$ cat src/rtl/mem_arb_pkg.sv
// Shared types and default sizing for the unified instruction/data memory port arbiter.
package mem_arb_pkg;

    localparam int AW_DEF         = 8;
    localparam int DW_DEF         = 32;
    localparam int STARVE_MAX_DEF = 4;
    localparam int CNT_W_DEF      = 16;

    // Owner of the read data returning from memory in the current cycle
    typedef enum logic [1:0] {
        OWN_NONE  = 2'd0,
        OWN_IF_RD = 2'd1,
        OWN_D_RD  = 2'd2,
        OWN_D_WR  = 2'd3
    } own_e;

endpackage

$ cat src/rtl/mem_port_arbiter_if.sv
// Bundle of fetch, data and memory-side signals for mem_port_arbiter.
// slave = arbiter side, master = pipeline/memory environment side.
interface mem_port_arbiter_if import mem_arb_pkg::*; #(
    parameter int AW    = AW_DEF,
    parameter int DW    = DW_DEF,
    parameter int CNT_W = CNT_W_DEF
);
    logic             i_if_req;
    logic [AW-1:0]    i_if_addr;
    logic             o_if_gnt;
    logic             o_if_rvalid;
    logic [DW-1:0]    o_if_rdata;
    logic             i_d_req;
    logic             i_d_we;
    logic [AW-1:0]    i_d_addr;
    logic [DW-1:0]    i_d_wdata;
    logic             o_d_gnt;
    logic             o_d_rvalid;
    logic [DW-1:0]    o_d_rdata;
    logic [AW-1:0]    o_mem_addr;
    logic [DW-1:0]    o_mem_wdata;
    logic             o_mem_read;
    logic             o_mem_write;
    logic [DW-1:0]    i_mem_rdata;
    logic [CNT_W-1:0] o_conflict_cnt;
    logic [CNT_W-1:0] o_if_stall_cnt;

    modport slave (
        input  i_if_req, i_if_addr, i_d_req, i_d_we, i_d_addr, i_d_wdata, i_mem_rdata,
        output o_if_gnt, o_if_rvalid, o_if_rdata, o_d_gnt, o_d_rvalid, o_d_rdata,
               o_mem_addr, o_mem_wdata, o_mem_read, o_mem_write,
               o_conflict_cnt, o_if_stall_cnt
    );

    modport master (
        output i_if_req, i_if_addr, i_d_req, i_d_we, i_d_addr, i_d_wdata, i_mem_rdata,
        input  o_if_gnt, o_if_rvalid, o_if_rdata, o_d_gnt, o_d_rvalid, o_d_rdata,
               o_mem_addr, o_mem_wdata, o_mem_read, o_mem_write,
               o_conflict_cnt, o_if_stall_cnt
    );

endinterface

$ cat src/rtl/mem_arb_sat_counter.sv
// Saturating up-counter with synchronous clear; holds at MAX once reached.
module mem_arb_sat_counter #(
    parameter int           W   = 4,
    parameter logic [W-1:0] MAX = {W{1'b1}}
) (
    input  logic         i_clk,
    input  logic         i_reset,
    input  logic         i_clr,
    input  logic         i_inc,
    output logic [W-1:0] o_cnt
);
    localparam logic [W-1:0] ONE_C = W'(1'b1);

    logic [W-1:0] cnt_r;

    // Count state: reset/clear to zero, increment until MAX
    always_ff @(posedge i_clk) begin
        if (i_reset) begin
            cnt_r <= {W{1'b0}};
        end else if (i_clr) begin
            cnt_r <= {W{1'b0}};
        end else if (i_inc && (cnt_r != MAX)) begin
            cnt_r <= cnt_r + ONE_C;
        end else begin
            cnt_r <= cnt_r;
        end
    end

    assign o_cnt = cnt_r;

endmodule

$ cat src/rtl/mem_port_arbiter.sv
// Arbitrates one single-port 1-cycle-latency memory between fetch and data requesters.
// Optional performance counters are enabled with `define MEM_ARB_PERF_CNT_EN.
module mem_port_arbiter import mem_arb_pkg::*; #(
    parameter int AW         = AW_DEF,
    parameter int DW         = DW_DEF,
    parameter int STARVE_MAX = STARVE_MAX_DEF,
    parameter int CNT_W      = CNT_W_DEF
) (
    input  logic               i_clk,
    input  logic               i_reset,
    mem_port_arbiter_if.slave  bus
);
    localparam int          STARVE_W     = 4;
    localparam logic [3:0]  STARVE_MAX_C = 4'(STARVE_MAX);

    logic                if_gnt_s;
    logic                d_gnt_s;
    logic [STARVE_W-1:0] starve_cnt_s;
    logic                starve_clr_s;
    logic                starve_inc_s;
    logic [AW-1:0]       mem_addr_s;
    logic [DW-1:0]       mem_wdata_s;
    logic                mem_read_s;
    logic                mem_write_s;
    logic                if_rvalid_s;
    logic [DW-1:0]       if_rdata_s;
    logic                d_rvalid_s;
    logic [DW-1:0]       d_rdata_s;
    own_e                own_r;

    // Per-cycle arbitration: data wins a conflict unless fetch has starved STARVE_MAX cycles
    always_comb begin
        if_gnt_s = 1'b0;
        d_gnt_s  = 1'b0;
        if (i_reset) begin
            if_gnt_s = 1'b0;
            d_gnt_s  = 1'b0;
        end else if (bus.i_if_req && bus.i_d_req) begin
            if (starve_cnt_s == STARVE_MAX_C) begin
                if_gnt_s = 1'b1;
            end else begin
                d_gnt_s = 1'b1;
            end
        end else if (bus.i_if_req) begin
            if_gnt_s = 1'b1;
        end else if (bus.i_d_req) begin
            d_gnt_s = 1'b1;
        end else begin
            if_gnt_s = 1'b0;
            d_gnt_s  = 1'b0;
        end
    end

    // Memory command follows the granted requester in the same cycle
    always_comb begin
        mem_addr_s  = {AW{1'b0}};
        mem_wdata_s = {DW{1'b0}};
        mem_read_s  = 1'b0;
        mem_write_s = 1'b0;
        if (if_gnt_s) begin
            mem_addr_s = bus.i_if_addr;
            mem_read_s = 1'b1;
        end else if (d_gnt_s) begin
            mem_addr_s  = bus.i_d_addr;
            mem_wdata_s = bus.i_d_wdata;
            mem_read_s  = ~bus.i_d_we;
            mem_write_s = bus.i_d_we;
        end else begin
            mem_addr_s  = {AW{1'b0}};
            mem_wdata_s = {DW{1'b0}};
        end
    end

    assign starve_clr_s = ~bus.i_if_req | if_gnt_s;
    assign starve_inc_s = bus.i_if_req & ~if_gnt_s;

    mem_arb_sat_counter #(
        .W   (STARVE_W),
        .MAX (STARVE_MAX_C)
    ) u_starve_cnt (
        .i_clk   (i_clk),
        .i_reset (i_reset),
        .i_clr   (starve_clr_s),
        .i_inc   (starve_inc_s),
        .o_cnt   (starve_cnt_s)
    );

    // Response-owner FSM: remembers who owns the read data arriving next cycle
    always_ff @(posedge i_clk) begin
        if (i_reset) begin
            own_r <= OWN_NONE;
        end else if (if_gnt_s) begin
            own_r <= OWN_IF_RD;
        end else if (d_gnt_s) begin
            own_r <= bus.i_d_we ? OWN_D_WR : OWN_D_RD;
        end else begin
            own_r <= OWN_NONE;
        end
    end

    // Route memory read data to its owner; a pending read is dropped while reset is high
    always_comb begin
        if_rvalid_s = 1'b0;
        if_rdata_s  = {DW{1'b0}};
        d_rvalid_s  = 1'b0;
        d_rdata_s   = {DW{1'b0}};
        if (!i_reset) begin
            case (own_r)
                OWN_IF_RD: begin
                    if_rvalid_s = 1'b1;
                    if_rdata_s  = bus.i_mem_rdata;
                end
                OWN_D_RD: begin
                    d_rvalid_s = 1'b1;
                    d_rdata_s  = bus.i_mem_rdata;
                end
                default: begin
                    if_rvalid_s = 1'b0;
                    d_rvalid_s  = 1'b0;
                end
            endcase
        end else begin
            if_rvalid_s = 1'b0;
            d_rvalid_s  = 1'b0;
        end
    end

    assign bus.o_if_gnt    = if_gnt_s;
    assign bus.o_d_gnt     = d_gnt_s;
    assign bus.o_mem_addr  = mem_addr_s;
    assign bus.o_mem_wdata = mem_wdata_s;
    assign bus.o_mem_read  = mem_read_s;
    assign bus.o_mem_write = mem_write_s;
    assign bus.o_if_rvalid = if_rvalid_s;
    assign bus.o_if_rdata  = if_rdata_s;
    assign bus.o_d_rvalid  = d_rvalid_s;
    assign bus.o_d_rdata   = d_rdata_s;

`ifdef MEM_ARB_PERF_CNT_EN
    mem_arb_sat_counter #(
        .W   (CNT_W),
        .MAX ({CNT_W{1'b1}})
    ) u_conflict_cnt (
        .i_clk   (i_clk),
        .i_reset (i_reset),
        .i_clr   (1'b0),
        .i_inc   (bus.i_if_req & bus.i_d_req),
        .o_cnt   (bus.o_conflict_cnt)
    );

    mem_arb_sat_counter #(
        .W   (CNT_W),
        .MAX ({CNT_W{1'b1}})
    ) u_if_stall_cnt (
        .i_clk   (i_clk),
        .i_reset (i_reset),
        .i_clr   (1'b0),
        .i_inc   (bus.i_if_req & ~if_gnt_s),
        .o_cnt   (bus.o_if_stall_cnt)
    );
`else
    assign bus.o_conflict_cnt = {CNT_W{1'b0}};
    assign bus.o_if_stall_cnt = {CNT_W{1'b0}};
`endif

endmodule

$ cat src/flat_wrapper.sv
// flat-port wrapper written by rule: the top's interface ports become plain ports
module mem_port_arbiter_flat import mem_arb_pkg::*;
#(
    parameter int AW         = AW_DEF,
    parameter int DW         = DW_DEF,
    parameter int STARVE_MAX = STARVE_MAX_DEF,
    parameter int CNT_W      = CNT_W_DEF
)
  (i_clk, i_reset, bus_i_if_req, bus_i_if_addr, bus_i_d_req, bus_i_d_we, bus_i_d_addr, bus_i_d_wdata, bus_i_mem_rdata, bus_o_if_gnt, bus_o_if_rvalid, bus_o_if_rdata, bus_o_d_gnt, bus_o_d_rvalid, bus_o_d_rdata, bus_o_mem_addr, bus_o_mem_wdata, bus_o_mem_read, bus_o_mem_write, bus_o_conflict_cnt, bus_o_if_stall_cnt);
  mem_port_arbiter_if #(.AW(AW), .DW(DW), .CNT_W(CNT_W)) bus_i ();
  input  logic i_clk;
  input  logic i_reset;
  input wire logic [$bits(bus_i.i_if_req)-1:0] bus_i_if_req;
  input wire logic [$bits(bus_i.i_if_addr)-1:0] bus_i_if_addr;
  input wire logic [$bits(bus_i.i_d_req)-1:0] bus_i_d_req;
  input wire logic [$bits(bus_i.i_d_we)-1:0] bus_i_d_we;
  input wire logic [$bits(bus_i.i_d_addr)-1:0] bus_i_d_addr;
  input wire logic [$bits(bus_i.i_d_wdata)-1:0] bus_i_d_wdata;
  input wire logic [$bits(bus_i.i_mem_rdata)-1:0] bus_i_mem_rdata;
  output wire logic [$bits(bus_i.o_if_gnt)-1:0] bus_o_if_gnt;
  output wire logic [$bits(bus_i.o_if_rvalid)-1:0] bus_o_if_rvalid;
  output wire logic [$bits(bus_i.o_if_rdata)-1:0] bus_o_if_rdata;
  output wire logic [$bits(bus_i.o_d_gnt)-1:0] bus_o_d_gnt;
  output wire logic [$bits(bus_i.o_d_rvalid)-1:0] bus_o_d_rvalid;
  output wire logic [$bits(bus_i.o_d_rdata)-1:0] bus_o_d_rdata;
  output wire logic [$bits(bus_i.o_mem_addr)-1:0] bus_o_mem_addr;
  output wire logic [$bits(bus_i.o_mem_wdata)-1:0] bus_o_mem_wdata;
  output wire logic [$bits(bus_i.o_mem_read)-1:0] bus_o_mem_read;
  output wire logic [$bits(bus_i.o_mem_write)-1:0] bus_o_mem_write;
  output wire logic [$bits(bus_i.o_conflict_cnt)-1:0] bus_o_conflict_cnt;
  output wire logic [$bits(bus_i.o_if_stall_cnt)-1:0] bus_o_if_stall_cnt;
  assign bus_i.i_if_req = bus_i_if_req;
  assign bus_i.i_if_addr = bus_i_if_addr;
  assign bus_i.i_d_req = bus_i_d_req;
  assign bus_i.i_d_we = bus_i_d_we;
  assign bus_i.i_d_addr = bus_i_d_addr;
  assign bus_i.i_d_wdata = bus_i_d_wdata;
  assign bus_i.i_mem_rdata = bus_i_mem_rdata;
  assign bus_o_if_gnt = bus_i.o_if_gnt;
  assign bus_o_if_rvalid = bus_i.o_if_rvalid;
  assign bus_o_if_rdata = bus_i.o_if_rdata;
  assign bus_o_d_gnt = bus_i.o_d_gnt;
  assign bus_o_d_rvalid = bus_i.o_d_rvalid;
  assign bus_o_d_rdata = bus_i.o_d_rdata;
  assign bus_o_mem_addr = bus_i.o_mem_addr;
  assign bus_o_mem_wdata = bus_i.o_mem_wdata;
  assign bus_o_mem_read = bus_i.o_mem_read;
  assign bus_o_mem_write = bus_i.o_mem_write;
  assign bus_o_conflict_cnt = bus_i.o_conflict_cnt;
  assign bus_o_if_stall_cnt = bus_i.o_if_stall_cnt;
  mem_port_arbiter #(.AW(AW), .DW(DW), .STARVE_MAX(STARVE_MAX), .CNT_W(CNT_W)) u_core (.i_clk(i_clk), .i_reset(i_reset), .bus(bus_i));
endmodule
$ cat config.mk
export PLATFORM = sky130hd
export DESIGN_NAME = mem_port_arbiter_flat
export DESIGN_NICKNAME = d
export VERILOG_FILES = /design/src/rtl/mem_arb_pkg.sv /design/src/rtl/mem_port_arbiter_if.sv /design/src/rtl/mem_arb_sat_counter.sv /design/src/rtl/mem_port_arbiter.sv /design/src/flat_wrapper.sv
export SDC_FILE = /design/constraint.sdc
export NUM_CORES = 1
export LEC_CHECK = 0
export CORE_MARGIN = 3
export CORE_UTILIZATION = 19
export DETAILED_ROUTE_END_ITERATION = 7
export PLACE_DENSITY = 0.77
export SYNTH_ARGS = -nofsm -noshare
export SYNTH_HDL_FRONTEND = slang
export SYNTH_SLANG_ARGS = --single-unit
$ cat constraint.sdc
create_clock -name i_clk -period 1.5 [get_ports i_clk]
set_clock_uncertainty 0.15 [all_clocks]
set_input_delay 0.225 -clock i_clk [delete_from_list [all_inputs] [get_ports i_clk]]
set_output_delay 0.225 -clock i_clk [all_outputs]
set_load 0.05 [all_outputs]
Word-level counts from Yosys, hierarchy flattened

Cells that the tools add are included.

Eq/ne operators: 4
$add $sub $neg: 1
Reductions and logical operators: 4
Bitwise gates (word level): 6
Mux-type cells: 28

Operators with widths:

| kind                  | count |
|---|---|
| $mux W32              | 6 |
| $mux W1               | 20 |
| $mux W8               | 2 |
| $add A4 B1 Y4 const B | 1 |
| $eq A4 B3 Y1 const B  | 1 |
| $ne A4 B3 Y1 const B  | 1 |
| $not A1 Y1            | 4 |
| $reduce_or A3 Y1      | 1 |
| $eq A2 B1 Y1 const B  | 1 |
| $eq A2 B2 Y1 const B  | 1 |
| $logic_and A1 B1 Y1   | 2 |
| $reduce_or A2 Y1      | 1 |
| $and A1 B1 Y1         | 1 |
| $or A1 B1 Y1          | 1 |

Input port bits: 85
Logic and storage cells: 46
Output and inout bits: 142
Register bits: 6

Depth between registers and ports, before layout

Depth after elaboration: 7
Depth in mapped cells: 6
Gate-level depth less buffers: 5

Hierarchy

Synthesis repeated with hierarchy kept, for this count alone.

Cell total of the unflattened synthesis: 220
Area, all modules: 1,490.2 um^2

By module, submodules not included:

| module              | area each (um^2) | seq. area each (um^2) | cells each | times used |
|---|---|---|---|---|
| mem_port_arbiter    | 1,268.7          | 40.0                  | 194        | 1 |
| mem_arb_sat_counter | 221.5            | 80.1                  | 26         | 1 |

Worst setup path before layout

OpenSTA, ideal clock, no wires.

Path kind: reg2out
Start point: register u_core.own_r[1]
End point: output bus_o_d_rdata[22]
Slack: -563 ps
Data required time: 1,125 ps
Cell stages (with the launch flop): 4
Arrival time: 1,688 ps
Cells stage by stage: dfxtp_1 > nor3b_2 > clkbuf_1 > and2_1

Longest elaborated chain between the ends: 3

Ends and longest elaborated chain:

| element                | RTL line                | text |
|---|---|---|
| start, declared        | mem_port_arbiter.sv:29  | `own_e own_r;` |
| start signal, assigned | mem_port_arbiter.sv:95  | `own_r <= bus.i_d_we ? OWN_D_WR : OWN_D_RD;` |
| $eq A2 B2 Y1           | mem_port_arbiter.sv:108 | `case (own_r)` |
| $mux W32               | mem_port_arbiter.sv:108 |  |
| $mux W32               | mem_port_arbiter.sv:107 | `if (!i_reset) begin` |
| end, declared          | flat_wrapper.sv:25      | `output wire logic [$bits(bus_i.o_d_rdata)-1:0] bus_o_d_rdata;` |

No other way between the ends.

Worst setup path in the final report

Start point: register u_core.u_starve_cnt.cnt_r[0] (netlist: u_core.u_starve_cnt.o_cnt[0])
End point: output bus_o_mem_addr[6]

Longest elaborated chain between the ends: 6
Elaborated cells on any way between the ends: 9
Classes of those cells: eq/ne: 1; mux: 8

Ends and longest elaborated chain:

| element                | RTL line                  | text |
|---|---|---|
| start, declared        | mem_arb_sat_counter.sv:14 | `logic [W-1:0] cnt_r;` |
| start signal, assigned | mem_arb_sat_counter.sv:19 | `cnt_r <= {W{1'b0}};` |
| start signal, assigned | mem_arb_sat_counter.sv:21 | `cnt_r <= {W{1'b0}};` |
| start signal, assigned | mem_arb_sat_counter.sv:23 | `cnt_r <= cnt_r + ONE_C;` |
| $eq A4 B3 Y1 *         | mem_port_arbiter.sv:39    | `if (starve_cnt_s == STARVE_MAX_C) begin` |
| $mux W1                | mem_port_arbiter.sv:39    |  |
| $mux W1                | mem_port_arbiter.sv:38    | `end else if (bus.i_if_req && bus.i_d_req) begin` |
| $mux W1                | mem_port_arbiter.sv:35    | `if (i_reset) begin` |
| $mux W8                | mem_port_arbiter.sv:63    | `end else if (d_gnt_s) begin` |
| $mux W8 *              | mem_port_arbiter.sv:60    | `if (if_gnt_s) begin` |
| end, declared          | flat_wrapper.sv:26        | `output wire logic [$bits(bus_i.o_mem_addr)-1:0] bus_o_mem_addr;` |

Every way passes the cells marked *; elsewhere a longest branch is shown, timed or not.

==> summary.md <==
| Metric | Value |
|---|---|
| DRT iter0 DRCs | 27 |
| Max-Cap Viols | 0 |
| Core Region | 6490 µm² |
| P&R area growth vs syn | 302% |
| Seq/Total Area, Yosys | 0.0920 |
| Post-route minimum period | 2080 ps |
| Crit path from | u_core.u_starve_cnt.o_cnt[0] |
| Die footprint | 7910 µm² |
| All-layer global routing usage | 0.206 |
| Final HPWL DP | 6810 µm |
| Number of remaining DRC errors | 0 |
| Final Net Count | 498 |
| First-pass GRT wire length | 12,200 µm |
| Routability cong. | 0.851 |
| Internal | 1.15 mW |
| Max Freq | 482 MHz |
| CP Launch Type | flip-flop |
| Ant. Diodes | 0 |
| P_leak | 2.34 nW |
| Row Count | 29 |
| Crit path kind | flip-flop to output pin |
| H-tree level count | 1 |
| Overall routed net length | 9120 µm |
| Outcome | complete, but fails checks |
| Largest net degree at the start of global routing | 36 |
| CTS buffer count | 3 |
| Mapped Avg Cell Area | 7.26 µm² |
| Setup tns final | -42,950 ps |
| Initial antenna violation count | 0 |
| NetSw | 0.887 mW |
| Pre-CTS setup slack | -470 ps |
| Critical R2R Launch | u_core.u_starve_cnt.o_cnt[0] |
| CTS Root Cell | clkbuf_8 |
| CTS tree | built |
| Clock-pin slew on the worst setup and hold paths | 40 ps |
| Cell area after layout | 5260 µm² |
| CP arrival | 1700 ps |
| RSZ-0062 raised after global routing | yes |
| EDFF count, synth | 0 |
| Required @ worst endpoint | 1120 ps |
| Comb power frac | 0.798 |
| PD cells | 388 nW/µm² |
| Top FF cell, synth | dfxtp_1 |
| Worst skew pair latency | 220 ps |
| Die Y | 88.9 µm |
| Failing checks | setup timing |
| Via density | 4.11 |
| Flop-to-flop setup slack | -220 ps |
| Fin worst setup slack | -576 ps |
| Worst hold path startpoint | i_reset |
| Synth area leaders | and2_1 46%, buf_4 18%, dfxtp_1 9.2% |
| Switching Fraction | 0.435 |
| Num Clock Sinks | 6 |
| Post-placement cell area | 4720 µm² |
| Worst-path maximum fanout | 5 |
| Gr ovfl total | 0 |
| YS warnings | 0 |
| CTS Buffer Depth | 2 |
| Synth area leader | and2_1 |
| Vias in the first global route | 2,067 |
| Maximum vdd drop | 467 µV |
| # setup viols final | 115 |
| Layout cells sized above 1 | 0.682 |
| Top cells by count, synth | 97 x and2_1, 32 x buf_4, 8 x a22o_1 |
| Clock power share | 0.119 |
| Die width | 88.9 µm |
| Drt first pass iters | 4 |
| I/O Buffers | 194 |
| Final hold viol count | 0 |
| Synth async-reset ratio | 0 |
| CP Capture Type | output pin |
| Top-count cell post-synth | and2_1 |
| DR vias | 1,998 |
| Hold Path Class | input port to flip-flop |
| Seq cells post-synth | 6 |
| Initial Util | 0.201 |
| Synth cell types | 21 |
| Mapped cell area | 1310 µm² |
| Register share of total power | 0.084 |
| Final period util | 1.38 |
| R2R Path End | u_core.own_r[0] |
| Post-Synthesis Cells | 180 |
| Ports | 227 |
| Wire per inst | 18.8 µm |
| Crit path to | bus_o_mem_addr[6] |
| Slew Limit Fails | 0 |
| Worst R2R Path Depth | 8 |
| Post-route ant nets | 0 |
| Top-area cell type share of the netlist area | 0.465 |
==> what timing repair did <==
item	CTS	global route
buffers inserted	11	6
hold buffers	0	0
endpoints found under the setup margin	111	115
resized for setup	34	8
pin swaps	49	8
gates cloned	9	3
==> how the worst min path moves through the flow <==
stage	slack [ps]	cells after the start	endpoint
after global routing	380	4	u_core.own_r[1]
after detailed placement	360	2	u_core.u_starve_cnt.o_cnt[0]
after CTS	340	4	u_core.own_r[1]
final	370	4	u_core.own_r[1]
after floorplan	170	1	u_core.own_r[1]
after global placement	350	2	u_core.u_starve_cnt.o_cnt[0]
==> metal layers <==
layer  vias to the layer above  wire [µm]  GRT usage
met2                        79       5540      0.431
met4                         0         68     0.0275
li1                        955          -          -
met5                         -          0          0
met1                       956       3140      0.216
met3                         8        368     0.0295
==> worst max-delay path, stage by stage, from the launching register on <==
cell and delay [ps]:
dfxtp_2 330, inv_2 50, ha_4 140, and3b_4 190, o211a_1 250, buf_6 150, a22o_4 230, buf_12 140
==> per-stage QoR <==
stage	utilization	std cells	hold WS, ps	total power [mW]
6_report	0.809	486	373	2.04
5_1_grt	0.809	486	377	2.11
4_1_cts	0.794	478	335	2.01
3_5_place_dp	0.727	455	365	1.66
3_3_place_gp	0.727	455	346	1.64
2_1_floorplan	-	211	167	0.984
==> final cells by class <==
class                   instances  area [µm²]
clock buffers                   3        41.3
inverters                       6        22.5
multi-input cells             156        1310
well taps                      77        96.3
fillers                       355        1240
flip-flops and latches          6         125
repair buffers                238        3660
==> sequential cells by signal, indices dropped and copies added (netlist names) <==
signal and cells:
u_core.own_r 2, u_core.u_starve_cnt.o_cnt 4
==> power groups by stage <==
| stage | logic, mW | clock network, mW | registers (mW) |
|---|---|---|---|
| after global placement | 1.47 | 0 | 0.172 |
| final | 1.63 | 0.242 | 0.171 |
| after global routing | 1.68 | 0.266 | 0.171 |
| after detailed placement | 1.49 | 0 | 0.173 |
| after CTS | 1.59 | 0.252 | 0.170 |
| after floorplan | 0.813 | 0 | 0.171 |
==> cell families (layout without fill, tap and decap cells) <==
family | after synthesis | after routing | synth area share
adder cells (fa/ha/maj) | 2 | 2 | 0.0192
XOR/XNOR | 2 | 2 | 0.0134
AND/OR/NAND/NOR | 107 | 107 | 0.522
buffers and inverters | 49 | 247 | 0.261
other | 1 | 32 | 0.00287
flip-flops | 6 | 6 | 0.0920
AO/OA/AOI/OAI | 13 | 13 | 0.0891
==> cell usage in the layout (no fill, tap or decap), types with 2 or more instances in the layout <==
cell	synthesis	final
buf_4	32	12
inv_2	0	2
buf_12	0	115
buf_2	0	2
dfxtp_1	6	2
dfxtp_2	0	4
a22o_4	0	8
buf_6	5	17
clkbuf_8	0	3
buf_16	0	7
and2_4	0	97
nor2_2	0	3
conb_1	1	32
nor3b_4	0	2
clkdlybuf4s50_1	0	83
inv_1	6	4
No activity file was read; power rests on OpenSTA's default activity.
